File: config.mk
export PLATFORM = sky130hd
export DESIGN_NAME = imem_load_arbiter_flat
export DESIGN_NICKNAME = d
export VERILOG_FILES = /design/src/rtl/imem_load_arbiter_if.sv /design/src/rtl/imem_load_arbiter.sv /design/src/flat_wrapper.sv
export SDC_FILE = /design/constraint.sdc
export NUM_CORES = 1
export LEC_CHECK = 0
export ABC_AREA = 1
export BUFFER_PORTS_ARGS = -buffer_cell sky130_fd_sc_hd__clkbuf_2
export CORE_UTILIZATION = 42
export CTS_BUF_LIST = sky130_fd_sc_hd__clkbuf_4 sky130_fd_sc_hd__clkbuf_8
export DETAILED_ROUTE_END_ITERATION = 7
export GPL_TIMING_DRIVEN = 0
export PLACE_DENSITY = 0.82
export RECOVER_POWER = 25
export SYNTH_ARGS = -nofsm -noshare
export SYNTH_HDL_FRONTEND = slang
export SYNTH_SLANG_ARGS = --single-unit
File: constraint.sdc
create_clock -name clk -period 2 [get_ports clk]
set_input_delay 0.2 -clock clk [delete_from_list [all_inputs] [get_ports clk]]
set_output_delay 0.2 -clock clk [all_outputs]
set_load 0.01 [all_outputs]
File: src/rtl/imem_load_arbiter_if.sv
`default_nettype none
// ============================================================================
// Module   : imem_load_arbiter_if
// Purpose  : Bundle of fetch, loader, memory and core-control signals around
//            the instruction-memory arbiter.
// Revision : 1.0
// ============================================================================
interface imem_load_arbiter_if #(
  parameter int ADDR_W = 14
);
  logic              load_req;
  logic [ADDR_W-1:0] fetch_addr;
  logic              fetch_en;
  logic              fetch_valid;
  logic              ld_valid;
  logic [31:0]       ld_data;
  logic              ld_ready;
  logic              ld_done;
  logic [ADDR_W-1:0] mem_addr;
  logic              mem_we;
  logic [31:0]       mem_wdata;
  logic              cpu_hold;
  logic              cpu_rst;
  logic [ADDR_W:0]   load_count;
  logic              load_err;

  modport master (
    input  load_req, fetch_addr, fetch_en, ld_valid, ld_data, ld_done,
    output fetch_valid, ld_ready, mem_addr, mem_we, mem_wdata,
           cpu_hold, cpu_rst, load_count, load_err
  );

  modport slave (
    output load_req, fetch_addr, fetch_en, ld_valid, ld_data, ld_done,
    input  fetch_valid, ld_ready, mem_addr, mem_we, mem_wdata,
           cpu_hold, cpu_rst, load_count, load_err
  );
endinterface
`default_nettype wire

File: src/rtl/imem_load_arbiter.sv
`default_nettype none
// ============================================================================
// Module   : imem_load_arbiter
// Purpose  : Shares the single-port instruction memory between fetch and the
//            UART program loader; freezes and restarts the core around a load.
// Revision : 1.0
// ============================================================================
module imem_load_arbiter #(
  parameter int ADDR_W  = 14,
  parameter int RST_CYC = 4
) (
  input  logic                clk,
  input  logic                rst,
  imem_load_arbiter_if.master bus
);

  localparam int CNT_W = (RST_CYC > 1) ? $clog2(RST_CYC) : 1;

  typedef enum logic [1:0] {
    RUN     = 2'd0,
    DRAIN   = 2'd1,
    LOAD    = 2'd2,
    RESTART = 2'd3
  } state_t;

  state_t            r_state;
  logic [ADDR_W:0]   r_ptr;
  logic [CNT_W-1:0]  r_rcnt;
  logic              r_err;
  logic              r_fetch_valid;
  logic              r_hold;
  logic              r_cpu_rst;

  logic              w_ready;
  logic              w_xfer;
  logic              w_exit;

  // The pointer's MSB marks a full memory; it never advances past 2^ADDR_W.
  always_comb begin
    w_ready = (r_state == LOAD) && !r_ptr[ADDR_W];
    w_xfer  = w_ready && bus.ld_valid;
    w_exit  = bus.ld_done || !bus.load_req;
  end

  always_comb begin
    bus.mem_addr  = '0;
    bus.mem_we    = w_xfer;
    bus.mem_wdata = w_xfer ? bus.ld_data : 32'd0;
    case (r_state)
      RUN:     bus.mem_addr = bus.fetch_addr;
      LOAD:    bus.mem_addr = r_ptr[ADDR_W-1:0];
      default: bus.mem_addr = '0;
    endcase
  end

  always_ff @(posedge clk) begin
    if (rst) begin
      r_state       <= RUN;
      r_ptr         <= '0;
      r_rcnt        <= '0;
      r_err         <= 1'b0;
      r_fetch_valid <= 1'b0;
      r_hold        <= 1'b0;
      r_cpu_rst     <= 1'b0;
    end else begin
      case (r_state)
        RUN: begin
          r_fetch_valid <= bus.fetch_en;
          if (bus.load_req) begin
            r_state <= DRAIN;
            r_hold  <= 1'b1;
          end
        end
        DRAIN: begin
          r_fetch_valid <= 1'b0;
          r_ptr         <= '0;
          r_err         <= 1'b0;
          r_state       <= LOAD;
        end
        LOAD: begin
          if (w_xfer) begin
            r_ptr <= r_ptr + 1'b1;
          end
          if (bus.ld_valid && r_ptr[ADDR_W]) begin
            r_err <= 1'b1;
          end
          if (w_exit) begin
            r_state   <= RESTART;
            r_cpu_rst <= 1'b1;
            r_rcnt    <= '0;
          end
        end
        RESTART: begin
          if (r_rcnt == CNT_W'(RST_CYC - 1)) begin
            r_state   <= RUN;
            r_hold    <= 1'b0;
            r_cpu_rst <= 1'b0;
          end else begin
            r_rcnt <= r_rcnt + 1'b1;
          end
        end
        default: r_state <= RUN;
      endcase
    end
  end

  always_comb begin
    bus.ld_ready    = w_ready;
    bus.fetch_valid = r_fetch_valid;
    bus.cpu_hold    = r_hold;
    bus.cpu_rst     = r_cpu_rst;
    bus.load_count  = r_ptr;
    bus.load_err    = r_err;
  end

endmodule
`default_nettype wire

File: src/flat_wrapper.sv
// flat-port wrapper written by rule: the top's interface ports become plain ports
module imem_load_arbiter_flat 
#(
  parameter int ADDR_W  = 14,
  parameter int RST_CYC = 4
)
  (clk, rst, bus_load_req, bus_fetch_addr, bus_fetch_en, bus_ld_valid, bus_ld_data, bus_ld_done, bus_fetch_valid, bus_ld_ready, bus_mem_addr, bus_mem_we, bus_mem_wdata, bus_cpu_hold, bus_cpu_rst, bus_load_count, bus_load_err);
  imem_load_arbiter_if #(.ADDR_W(ADDR_W)) bus_i ();
  input  logic clk;
  input  logic rst;
  input wire logic [$bits(bus_i.load_req)-1:0] bus_load_req;
  input wire logic [$bits(bus_i.fetch_addr)-1:0] bus_fetch_addr;
  input wire logic [$bits(bus_i.fetch_en)-1:0] bus_fetch_en;
  input wire logic [$bits(bus_i.ld_valid)-1:0] bus_ld_valid;
  input wire logic [$bits(bus_i.ld_data)-1:0] bus_ld_data;
  input wire logic [$bits(bus_i.ld_done)-1:0] bus_ld_done;
  output wire logic [$bits(bus_i.fetch_valid)-1:0] bus_fetch_valid;
  output wire logic [$bits(bus_i.ld_ready)-1:0] bus_ld_ready;
  output wire logic [$bits(bus_i.mem_addr)-1:0] bus_mem_addr;
  output wire logic [$bits(bus_i.mem_we)-1:0] bus_mem_we;
  output wire logic [$bits(bus_i.mem_wdata)-1:0] bus_mem_wdata;
  output wire logic [$bits(bus_i.cpu_hold)-1:0] bus_cpu_hold;
  output wire logic [$bits(bus_i.cpu_rst)-1:0] bus_cpu_rst;
  output wire logic [$bits(bus_i.load_count)-1:0] bus_load_count;
  output wire logic [$bits(bus_i.load_err)-1:0] bus_load_err;
  assign bus_i.load_req = bus_load_req;
  assign bus_i.fetch_addr = bus_fetch_addr;
  assign bus_i.fetch_en = bus_fetch_en;
  assign bus_i.ld_valid = bus_ld_valid;
  assign bus_i.ld_data = bus_ld_data;
  assign bus_i.ld_done = bus_ld_done;
  assign bus_fetch_valid = bus_i.fetch_valid;
  assign bus_ld_ready = bus_i.ld_ready;
  assign bus_mem_addr = bus_i.mem_addr;
  assign bus_mem_we = bus_i.mem_we;
  assign bus_mem_wdata = bus_i.mem_wdata;
  assign bus_cpu_hold = bus_i.cpu_hold;
  assign bus_cpu_rst = bus_i.cpu_rst;
  assign bus_load_count = bus_i.load_count;
  assign bus_load_err = bus_i.load_err;
  imem_load_arbiter #(.ADDR_W(ADDR_W), .RST_CYC(RST_CYC)) u_core (.clk(clk), .rst(rst), .bus(bus_i));
endmodule
==> impl_results.rst, run 1 <==
.. list-table::
   :header-rows: 1

   * - Metric
     - Value
   * - Min-delay src
     - rst
   * - Max Buffers Root-to-Sink
     - 2
   * - Largest net degree at the start of global routing
     - 18
   * - Reg2Reg Setup Slack
     - 0.34 ns
   * - Net switching fraction of the power
     - 44.0%
   * - EDFF count, synth
     - 0
   * - Fin nets
     - 454
   * - Number of standard cells in the layout, taps in and fillers out
     - 443
   * - Area of the die
     - 4090 sq um
   * - Global Route Usage Sum
     - 23.6%
   * - Clock slew seen by the registers of the worst setup and hold paths
     - 0.08 ns
   * - Worst R2R Start
     - u_core.r_state[0]
   * - Core box area
     - 3660 sq um
   * - Most used DFF post-synth
     - sky130_fd_sc_hd__dfxtp_1
   * - Largest fanout of any net on the critical path
     - 10
   * - Proportion of layout cells with a drive suffix above 1
     - 30.6%
   * - Post-route antenna net violation count
     - 0
   * - Capture point of the worst reg-to-reg path
     - u_core.bus.load_count[11]
   * - Worst-case reg-to-reg path depth
     - 10
   * - Most frequent cells in the layout
     - 101 x sky130_fd_sc_hd__clkbuf_2, 62 x sky130_fd_sc_hd__inv_1, 56 x sky130_fd_sc_hd__nor2_1
   * - Power per cell area
     - 790 nW/um^2
   * - Number of nets produced by synthesis
     - 332
   * - Final hold violation count
     - 0
   * - Postcts setup bufs
     - 0
   * - Post-synth ARST share
     - 0%
   * - Worst hold-check slack
     - 0.173 ns
   * - Final Skew
     - 0.00314 ns
   * - End point of the worst hold path
     - u_core.bus.load_count[1]
   * - Half-perimeter wire length after detailed placement
     - 3920 um
   * - Portion of the post-synthesis area used by sequential elements
     - 28.6%
   * - Comb power frac
     - 52.3%
   * - First-pass GRT wire length
     - 7580 um
   * - Worst supply voltage drop on vdd
     - 0.000856 V
   * - Synthesized area divided by synthesized cell count
     - 5.88 sq um
   * - Setup repair after global routing missed its margin
     - true
   * - Starting Density
     - 44.0%
   * - Antenna fix cells
     - 0
   * - Remaining global-route overflow
     - 0
   * - Clock net sink count
     - 23
   * - Layout area overhead
     - 42.2%
   * - Transition time of the tightest slew-check pin
     - 0.377 ns
   * - Drt initial violations
     - 79
   * - Count of different cell masters after synthesis
     - 26
   * - Worst hold path stage count
     - 2
   * - Max-capacitance violation count
     - 0
   * - Data required time of the critical path
     - 1.80 ns
   * - Final cycle utilization of the critical path
     - 95.6%
   * - Number of buffers created by CTS
     - 3
   * - Clock tree from TritonCTS
     - yes
   * - Number of port buffers
     - 118
   * - Sw power
     - 797 uW
   * - Upper clock frequency limit
     - 523 MHz
   * - Mapped Cells
     - 274
   * - Total of warnings raised by yosys
     - 0
   * - Total length of routed wires
     - 4850 um
   * - Via-to-Cell Ratio
     - 4.61
   * - DRC viols
     - 0
   * - Clock power share
     - 17.0%
   * - Chip Height
     - 63.9 um
   * - Initial antenna violation count
     - 0
   * - Data arrival time of the critical path
     - 1.71 ns
   * - Cell internal pwr
     - 1010 uW
   * - Vias after detailed routing
     - 2043
   * - Placed insts
     - 440
   * - Max-Slew Margin vs Limit
     - 74.9%
   * - Setup Viol. Count Final
     - 0
   * - Class of the tightest hold or removal check
     - in -> reg
   * - Leading cell type in the layout, fill and taps excluded
     - sky130_fd_sc_hd__clkbuf_2
   * - Boundary pin count
     - 119
   * - Clk_lat worst skew
     - 0.27 ns
   * - RePlAce Congestion
     - 0.820
   * - Seq cells post-synth
     - 23
   * - Post-CTS Hold Buffers
     - 0
   * - Slew Limit Fails
     - 0
   * - Average wire per standard cell
     - 10.9 um
   * - DIE WIDTH
     - 63.9 um
   * - Max H-tree Level
     - 1
   * - Vias in the first global route
     - 1797
   * - Cell row count
     - 22
   * - Combined area of all synthesized cells
     - 1610 sq um
   * - Flop pwr share
     - 30.7%
   * - Type of element launching the critical path
     - flop
   * - Capturing element type of the critical path
     - primary output
   * - Overall power after layout
     - 1810 uW
   * - Path type of the worst setup path
     - reg -> out
   * - Post-layout minimum cycle time
     - 1.91 ns
   * - Detailed Routing Iterations Pass 1
     - 4
   * - Run status
     - completed
   * - Static leakage
     - 0.00131 uW
   * - Buffer type at the clock tree root
     - sky130_fd_sc_hd__clkbuf_8
[area by class of cell]
| cell class | count | area, sq um |
|---|---|---|
| clock buffers | 4 | 48.8 |
| well taps | 48 | 60.1 |
| repair buffers | 118 | 569 |
| flip-flops and latches | 23 | 460 |
| inverters | 64 | 240 |
| fillers | 380 | 1370 |
| plain buffers | 6 | 33.8 |
| multi-input cells | 180 | 878 |
[state kept, by name, indices dropped and copies added, names as in the netlist]
register and cells:
u_core.bus.cpu_hold 1, u_core.r_state 2, u_core.bus.fetch_valid 1, u_core.bus.cpu_rst 1, u_core.bus.load_err 1, u_core.r_rcnt 2, u_core.bus.load_count 15
[repair_timing]
action	4_1_cts	5_1_grt
pin swaps	0	0
endpoints found under the setup margin	16	31
hold endpoints to repair	0	0
gates resized for setup	2	2
[kinds of logic (layout without fill, tap and decap cells)]
family / Yosys count / in the layout / synth area share [%]
flip-flops: 23 / 23 / 28.6
buffers and inverters: 71 / 192 / 17.1
adder cells (fa/ha/maj): 6 / 6 / 4.66
AND/OR/NAND/NOR: 131 / 131 / 35.8
AO/OA/AOI/OAI: 43 / 43 / 13.9
[worst max-delay path by stage]
stage	start	endpoint	slack (ns)
after detailed placement	u_core.r_state[0]	bus_mem_addr[0]	0.16
after CTS	u_core.r_state[0]	bus_mem_wdata[19]	0.005
after global placement	u_core.r_state[0]	bus_mem_addr[0]	0.14
after floorplan	u_core.r_state[0]	u_core.bus.load_count[11]	0.53
final	u_core.r_state[0]	bus_mem_wdata[19]	0.09
after global routing	u_core.r_state[0]	bus_mem_wdata[29]	-0.03
[through the flow]
step                setup TNS [ns]  cell area, sq um  setup WS (ns)  util [%]
global placement                 0              2260          0.143      61.8
finish                           0              2290         0.0880      62.6
CTS                              0              2310        0.00543      63.1
global route                -0.244              2290        -0.0253      62.6
detailed placement               0              2260          0.155      61.8
floorplan                        0              1610          0.534         -
[routing by layer]
| metal | share of wire, % | wire length [um] | GRT usage, % |
|---|---|---|---|
| met1 | 42 | 2050 | 26.1 |
| met2 | 48 | 2330 | 44.4 |
| met3 | 8.1 | 393 | 2.68 |
| met4 | 1.5 | 74 | 10.5 |
| met5 | 0 | 0 | 0 |
[power by group through the flow]
stage	Combinational, uW	Sequential, uW	Clock, uW
2_1_floorplan	587	574	0
3_3_place_gp	945	565	0
3_5_place_dp	963	567	0
4_1_cts	957	556	315
5_1_grt	1060	566	338
6_report	946	556	308
[cell usage after synthesis, drive strengths merged (2+ instances only)]
| master | number | area, sq um |
|---|---|---|
| nand3 | 11 | 67.6 |
| a21oi | 13 | 68.8 |
| dfxtp | 23 | 460 |
| nor2 | 58 | 223 |
| ha | 6 | 75.1 |
| nor3 | 4 | 20.0 |
| buf | 5 | 27.5 |
| inv | 64 | 240 |
| clkbuf | 2 | 7.51 |
| nand4 | 3 | 18.8 |
| nand2 | 52 | 228 |
| o21ai | 28 | 140 |
[worst max-delay path, stage by stage (launching register included)]
cell and delay (ns):
sky130_fd_sc_hd__dfxtp_1 0.39, sky130_fd_sc_hd__inv_1 0.08, sky130_fd_sc_hd__ha_2 0.23, sky130_fd_sc_hd__nand3_4 0.17, sky130_fd_sc_hd__buf_1 0.34, sky130_fd_sc_hd__nor2_1 0.09
sky130_fd_sc_hd__clkbuf_2 0.14
(Power assumes the default switching activity.)
==> run 2: changes to the inputs <==
--- a/config.mk
+++ b/config.mk
@@ -11,7 +11,7 @@
 export CTS_BUF_LIST = sky130_fd_sc_hd__clkbuf_4 sky130_fd_sc_hd__clkbuf_8
 export DETAILED_ROUTE_END_ITERATION = 7
 export GPL_TIMING_DRIVEN = 0
-export PLACE_DENSITY = 0.82
+export PLACE_DENSITY = 0.88
 export RECOVER_POWER = 25
 export SYNTH_ARGS = -nofsm -noshare
 export SYNTH_HDL_FRONTEND = slang
==> run 2 against run 1 <==
Compared with the run above:
- die area is the same
- cell area shrank 0.11%
- register-to-register slack lost 0.10 ns
- sequential share of layout area is essentially flat
- global-route usage shrank 1.0 points
- hold slack lost 0.0068 ns
- setup slack gained 0.031 ns
- power shrank 0.68%
- via count grew 2.3%
- largest cell class unchanged
- largest power group unchanged
==> impl_results.rst, run 2 (synthesized netlist as in run 1, its figures left out) <==
.. list-table::
   :header-rows: 1

   * - Metric
     - Value
   * - Run status
     - completed
   * - Worst hold-check slack
     - 0.166 ns (-0.00684 ns)
   * - Post-route antenna net violation count
     - 0 (unchanged)
   * - Power per cell area
     - 786 nW/um^2 (-0.57%)
   * - Post-layout util
     - 62.5% (-0.068 points)
   * - Post-DP Area
     - 2260 sq um (unchanged)
   * - Clock net sink count
     - 23 (unchanged)
   * - Number of fill cells
     - 361 (-5.0%)
   * - Vias after detailed routing
     - 2091 (+2.3%)
   * - Combined buffer and inverter count along the critical path
     - 3 (unchanged)
   * - Number of port buffers
     - 118 (unchanged)
   * - Layout area overhead
     - 42.0%
   * - Clock slew seen by the registers of the worst setup and hold paths
     - 0.08 ns (about the same)
   * - Capturing element type of the critical path
     - primary output
   * - Post-placement setup slack
     - 0.175 ns (+0.0197 ns)
   * - Data required time of the critical path
     - 1.80 ns (about the same)
   * - Clock tree from TritonCTS
     - yes
   * - Area of the die
     - 4090 sq um (unchanged)
   * - Data arrival time of the critical path
     - 1.68 ns (-0.03 ns)
   * - Starting Density
     - 44.0% (unchanged)
   * - Worst hold path stage count
     - 2 (unchanged)
   * - Upper clock frequency limit
     - 532 MHz (+1.6%)
   * - Most frequent cells in the layout
     - 100 x sky130_fd_sc_hd__clkbuf_2, 62 x sky130_fd_sc_hd__inv_1, 56 x sky130_fd_sc_hd__nor2_1
   * - Slowest library cell on the worst path
     - sky130_fd_sc_hd__dfxtp_1
   * - Half-perimeter wire length after detailed placement
     - 3790 um (-3.4%)
   * - Worst-case reg-to-reg path depth
     - 8 (-2)
   * - Type of element launching the critical path
     - flop
   * - Max Buffers Root-to-Sink
     - 2 (unchanged)
   * - Buffer type at the clock tree root
     - sky130_fd_sc_hd__clkbuf_8
   * - Postcts setup bufs
     - 0 (unchanged)
   * - Detailed Routing Iterations Pass 1
     - 4 (unchanged)
   * - Antenna fix cells
     - 0 (unchanged)
   * - Remaining global-route overflow
     - 0 (unchanged)
   * - Final cycle utilization of the critical path
     - 94.1% (-1.5 points)
   * - Largest net degree at the start of global routing
     - 18 (unchanged)
   * - RePlAce Congestion
     - 0.877 (+7.0%)
   * - Drt initial violations
     - 53 (-33%)
   * - Chip Height
     - 63.9 um (unchanged)
   * - DIE WIDTH
     - 63.9 um (unchanged)
   * - Total length of routed wires
     - 4740 um (-2.3%)
   * - Area used by multi-input combinational logic
     - 878 sq um (unchanged)
   * - Non-Filler Cell Area, Final
     - 2290 sq um (-0.11%)
   * - Path type of the worst setup path
     - reg -> out
   * - First-pass GRT wire length
     - 7310 um (-3.5%)
   * - Max H-tree Level
     - 1 (unchanged)
   * - Class of the tightest hold or removal check
     - in -> reg
   * - Post-layout minimum cycle time
     - 1.88 ns (-0.0309 ns)
   * - Setup Viol. Count Final
     - 0 (unchanged)
   * - Cell row count
     - 22 (unchanged)
   * - Average wire per standard cell
     - 10.7 um (-2.3%)
   * - Max-Slew Margin vs Limit
     - 75.9% (+1.0 points)
   * - Largest fanout of any net on the critical path
     - 10 (unchanged)
   * - Post-CTS Hold Buffers
     - 0 (unchanged)
   * - Boundary pin count
     - 119 (unchanged)
   * - Top Family by Delay on Critical Path
     - buffers and inverters
   * - Static leakage
     - 0.00130 uW (-0.35%)
   * - Final hold violation count
     - 0 (unchanged)
   * - Leading cell type in the layout, fill and taps excluded
     - sky130_fd_sc_hd__clkbuf_2
   * - Number of buffers created by CTS
     - 3 (unchanged)
   * - Clk_lat worst skew
     - 0.27 ns (about the same)
   * - Critical path cell sequence
     - inv_1 > ha_2 > nand3_4 > buf_2 > nor2_1 > clkbuf_2
   * - Global Route Usage Sum
     - 22.6% (-1.0 points)
   * - Vias in the first global route
     - 1785 (-0.67%)
   * - DRC viols
     - 0 (unchanged)
   * - Area taken by flip-flops and latches
     - 460 sq um (unchanged)
   * - Proportion of layout cells with a drive suffix above 1
     - 30.6% (unchanged)
   * - Number of gates resized after CTS
     - 4 (+2)
   * - Via-to-Cell Ratio
     - 4.72 (+2.3%)
   * - Final worst slack
     - 0.119 ns (+0.0309 ns)
   * - Slew Limit Fails
     - 0 (unchanged)
   * - Flip-flop count of the largest register after layout
     - 15 (unchanged)
   * - Core box area
     - 3660 sq um (unchanged)
   * - Final Skew
     - 0.00409 ns (+0.000949 ns)
   * - Max-capacitance violation count
     - 0 (unchanged)
   * - Worst supply voltage drop on vdd
     - 0.000558 V (-35%)
   * - Stage delay of the slowest cell on the critical path
     - 0.35 ns (-0.04 ns)
   * - CP Depth
     - 6 (unchanged)
   * - Transition time of the tightest slew-check pin
     - 0.361 ns (-0.0164 ns)
   * - Initial antenna violation count
     - 0 (unchanged)
   * - Fin nets
     - 454 (unchanged)
run 2: routing by layer:
metal / vias to the layer above / GRT usage, % / part of all wire (%)
met5: - / 0 / 0
met4: 0 / 9.09 / 1.1
met3: 8 / 3.21 / 8.3
met2: 106 / 42.8 / 50
met1: 900 / 24.7 / 41
li1: 1077 / - / -
run 2: area by class of cell:
type / instances / share of cell area [%]
buffer: 6 / 1.59
clock buffer: 3 / 1.80
clock inverter: 1 / 0.219
inverter: 64 / 10.5
multi-input combinational: 180 / 38.4
sequential: 23 / 20.1
tap: 48 / 2.62
timing repair buffer: 118 / 24.8
run 2: path summary, 6_finish.rpt:
| kind | from | end | slack, ns |
|---|---|---|---|
| hold reg to reg | u_core.bus.cpu_rst | u_core.bus.cpu_rst | 0.45 |
| hold / removal | rst | u_core.bus.load_count[1] | 0.17 |
| setup reg to reg | u_core.r_state[0] | u_core.r_state[0] | 0.24 |
| setup / recovery | u_core.r_state[0] | bus_mem_wdata[8] | 0.12 |
run 2: where the power goes:
part,switching (uW),leakage (uW),internal [uW]
Clock,149,0.0000255,139
Combinational,605,0.00109,347
Sequential,44.3,0.000187,514
run 2: through the flow:
stage	TNS, ns	cells	power, uW
after floorplan	0	274	1160
after global placement	0	440	1500
after detailed placement	0	440	1520
after CTS	0	443	1810
after global routing	-0.00110	443	1950
final	0	443	1800
==> run 3: changes to the inputs <==
--- a/config.mk
+++ b/config.mk
@@ -11,7 +11,7 @@
 export CTS_BUF_LIST = sky130_fd_sc_hd__clkbuf_4 sky130_fd_sc_hd__clkbuf_8
 export DETAILED_ROUTE_END_ITERATION = 7
 export GPL_TIMING_DRIVEN = 0
-export PLACE_DENSITY = 0.88
+export PLACE_DENSITY = 0.92
 export RECOVER_POWER = 25
 export SYNTH_ARGS = -nofsm -noshare
 export SYNTH_HDL_FRONTEND = slang
==> run 3 against run 2 <==
Compared with the run above:
- critical path depth unchanged
- routed wire length up 1.6%
- sequential share of layout area unchanged
- clock power is 2% higher
- sequential cell count did not move
- non-clock buffer count did not move
- clock skew grew 0.0038 ns
- critical endpoint is now bus_mem_addr[1]
- global-route usage is 1.2 points higher
- hold slack gained 0.0040 ns
- core utilization unchanged
==> impl_results.rst, run 3 (synthesized netlist as in run 1, its figures left out) <==
.. list-table::
   :header-rows: 1

   * - Metric
     - Value
   * - Clock power share
     - 16.3% (+0.3 points)
   * - RePlAce Congestion
     - 0.877 (about the same)
   * - Max-Slew Margin vs Limit
     - 76.9% (+1.1 points)
   * - Cell repeated most along the worst path
     - sky130_fd_sc_hd__clkbuf_2
   * - Leading cell type in the layout, fill and taps excluded
     - sky130_fd_sc_hd__clkbuf_2
   * - Largest net degree at the start of global routing
     - 18 (unchanged)
   * - Clock slew seen by the registers of the worst setup and hold paths
     - 0.08 ns (about the same)
   * - Class of the tightest hold or removal check
     - in -> reg
   * - Net switching fraction of the power
     - 44.8% (+0.37 points)
   * - Number of buffers created by CTS
     - 3 (unchanged)
   * - Remaining global-route overflow
     - 0 (unchanged)
   * - Slew Limit Fails
     - 0 (unchanged)
   * - Postcts setup bufs
     - 0 (unchanged)
   * - Half-perimeter wire length after detailed placement
     - 3850 um (+1.8%)
   * - Global-route met2 utilization
     - 45.3% (+2.5 points)
   * - Detailed Routing Iterations Pass 1
     - 4 (unchanged)
   * - Sw power
     - 811 uW (+1.5%)
   * - GR met1 Demand/Resource
     - 26.3% (+1.6 points)
   * - Max H-tree Level
     - 1 (unchanged)
   * - Number of port buffers
     - 118 (unchanged)
   * - Post-layout minimum cycle time
     - 1.88 ns (+0.00388 ns)
   * - Average wire per standard cell
     - 10.9 um (+1.6%)
   * - Area of the die
     - 4090 sq um (unchanged)
   * - Path type of the worst setup path
     - reg -> out
   * - Via-to-Cell Ratio
     - 4.74 (+0.53%)
   * - Type of element launching the critical path
     - flop
   * - Total length of routed wires
     - 4820 um (+1.6%)
   * - Origin of the worst setup path
     - u_core.r_state[0]
   * - Number of gates resized after CTS
     - 2 (-2)
   * - Combined buffer and inverter count along the critical path
     - 4 (+1)
   * - Final setup TNS
     - 0 ns (unchanged)
   * - Largest fanout of any net on the critical path
     - 10 (unchanged)
   * - Final hold violation count
     - 0 (unchanged)
   * - Global Route Usage Sum
     - 23.8% (+1.2 points)
   * - Vias after detailed routing
     - 2102 (+0.53%)
   * - Layout area overhead
     - 42.0% (unchanged)
   * - Max-capacitance violation count
     - 0 (unchanged)
   * - Fin nets
     - 454 (unchanged)
   * - DIE WIDTH
     - 63.9 um (unchanged)
   * - Critical path cell sequence
     - inv_1 > ha_2 > inv_2 > clkbuf_2 > o21ai_0 > clkbuf_2
   * - Clock net sink count
     - 23 (unchanged)
   * - Antenna fix cells
     - 0 (unchanged)
   * - Cell internal pwr
     - 1000 uW (about the same)
   * - Starting Density
     - 44.0% (unchanged)
   * - Worst supply voltage drop on vdd
     - 0.000740 V (+32%)
   * - Power per cell area
     - 791 nW/um^2 (+0.69%)
   * - GR Util met3
     - 2.68% (-0.54 points)
   * - Setup repair after global routing missed its margin
     - false
   * - Worst R2R Start
     - u_core.r_state[0]
   * - Core box area
     - 3660 sq um (unchanged)
   * - Final cycle utilization of the critical path
     - 94.2% (+0.19 points)
   * - Min-delay src
     - rst
   * - Data required time of the critical path
     - 1.80 ns (about the same)
   * - Post-CTS Hold Buffers
     - 0 (unchanged)
   * - Vias in the first global route
     - 1824 (+2.2%)
   * - Slowest library cell on the worst path
     - sky130_fd_sc_hd__dfxtp_1
   * - Flip-flop count of the largest register after layout
     - 15 (unchanged)
   * - Most frequent cells in the layout
     - 103 x sky130_fd_sc_hd__clkbuf_2, 62 x sky130_fd_sc_hd__inv_1, 56 x sky130_fd_sc_hd__nor2_1
   * - Clock tree from TritonCTS
     - yes
   * - Drt initial violations
     - 75 (+42%)
   * - Clk_lat worst skew
     - 0.27 ns (about the same)
   * - First-pass GRT wire length
     - 7670 um (+4.8%)
   * - Top Family by Delay on Critical Path
     - buffers and inverters
   * - Capture point of the worst reg-to-reg path
     - u_core.r_state[0]
   * - Static leakage
     - 0.00131 uW (+0.30%)
   * - Boundary pin count
     - 119 (unchanged)
   * - Stage delay of the slowest cell on the critical path
     - 0.34 ns (about the same)
   * - Post-route antenna net violation count
     - 0 (unchanged)
   * - Transition time of the tightest slew-check pin
     - 0.346 ns (-0.0147 ns)
   * - Run status
     - completed
   * - Reg2Reg Setup Slack
     - 0.31 ns (+0.07 ns)
   * - Worst hold path stage count
     - 2 (unchanged)
   * - Number of fill cells
     - 356 (-1.4%)
   * - Cell row count
     - 22 (unchanged)
   * - Setup Viol. Count Final
     - 0 (unchanged)
   * - Initial antenna violation count
     - 0 (unchanged)
   * - Data arrival time of the critical path
     - 1.68 ns (about the same)
   * - Upper clock frequency limit
     - 531 MHz (-0.21%)
   * - End point of the worst hold path
     - u_core.bus.load_count[1]
   * - Worst-case reg-to-reg path depth
     - 8 (unchanged)
   * - Max Buffers Root-to-Sink
     - 2 (unchanged)
   * - Comb power frac
     - 53.0% (about the same)
   * - Proportion of layout cells with a drive suffix above 1
     - 30.6% (unchanged)
   * - DRC viols
     - 0 (unchanged)
   * - Final Skew
     - 0.00784 ns (+0.00376 ns)
   * - Chip Height
     - 63.9 um (unchanged)
   * - Buffer type at the clock tree root
     - sky130_fd_sc_hd__clkbuf_8
   * - Top Usage Layer GRT
     - met2
   * - Flop pwr share
     - 30.7% (-0.3 points)
   * - Capturing element type of the critical path
     - primary output
   * - Post-layout util
     - 62.5% (unchanged)
run 3: cell count changes in the layout (fill, tap and decap cells not counted), sizes merged:
cell,delta
clkbuf,+3
buf,-3
run 3: how the worst max path moves through the flow:
stage,endpoint,slack [ns],cells after the start
3_5_place_dp,bus_mem_addr[2],0.12,6
3_3_place_gp,bus_mem_addr[2],0.14,6
5_1_grt,bus_mem_addr[7],0.002,6
2_1_floorplan,u_core.bus.load_count[11],0.53,10
6_report,bus_mem_addr[1],0.12,6
4_1_cts,bus_mem_addr[2],0.04,6
run 3: layer usage:
metal,up-vias,share of wire [%]
met3,9,6.1
met4,0,2.1
met1,937,43
met2,87,49
met5,-,0
li1,1069,-
run 3: through the flow:
| stage | instances | hold slack (ns) | total power (uW) | area [sq um] | worst slack (ns) |
|---|---|---|---|---|---|
| 6_report | 443 | 0.170 | 1810 | 2290 | 0.115 |
| 4_1_cts | 443 | 0.162 | 1820 | 2310 | 0.0407 |
| 5_1_grt | 443 | 0.184 | 1960 | 2290 | 0.00246 |
| 3_5_place_dp | 440 | 0.438 | 1530 | 2260 | 0.119 |
| 3_3_place_gp | 440 | 0.434 | 1510 | 2260 | 0.137 |
| 2_1_floorplan | 274 | 0.269 | 1160 | 1610 | 0.534 |
run 3: layout make-up:
type                            count  area (sq um)  area share (%)
Clock buffer                        3          41.3            1.80
Timing Repair Buffer              118           567            24.8
Multi-Input combinational cell    180           878            38.4
Inverter                           64           240            10.5
Clock inverter                      1          5.00           0.219
Buffer                              6          36.3            1.59
Sequential cell                    23           460            20.1
Tap cell                           48          60.1            2.62
run 3: power groups by stage:
stage	Clock (uW)	Sequential, uW	Combinational, uW
finish	295	556	960
global route	322	566	1070
CTS	297	557	965
detailed placement	0	565	964
global placement	0	563	945
floorplan	0	574	587
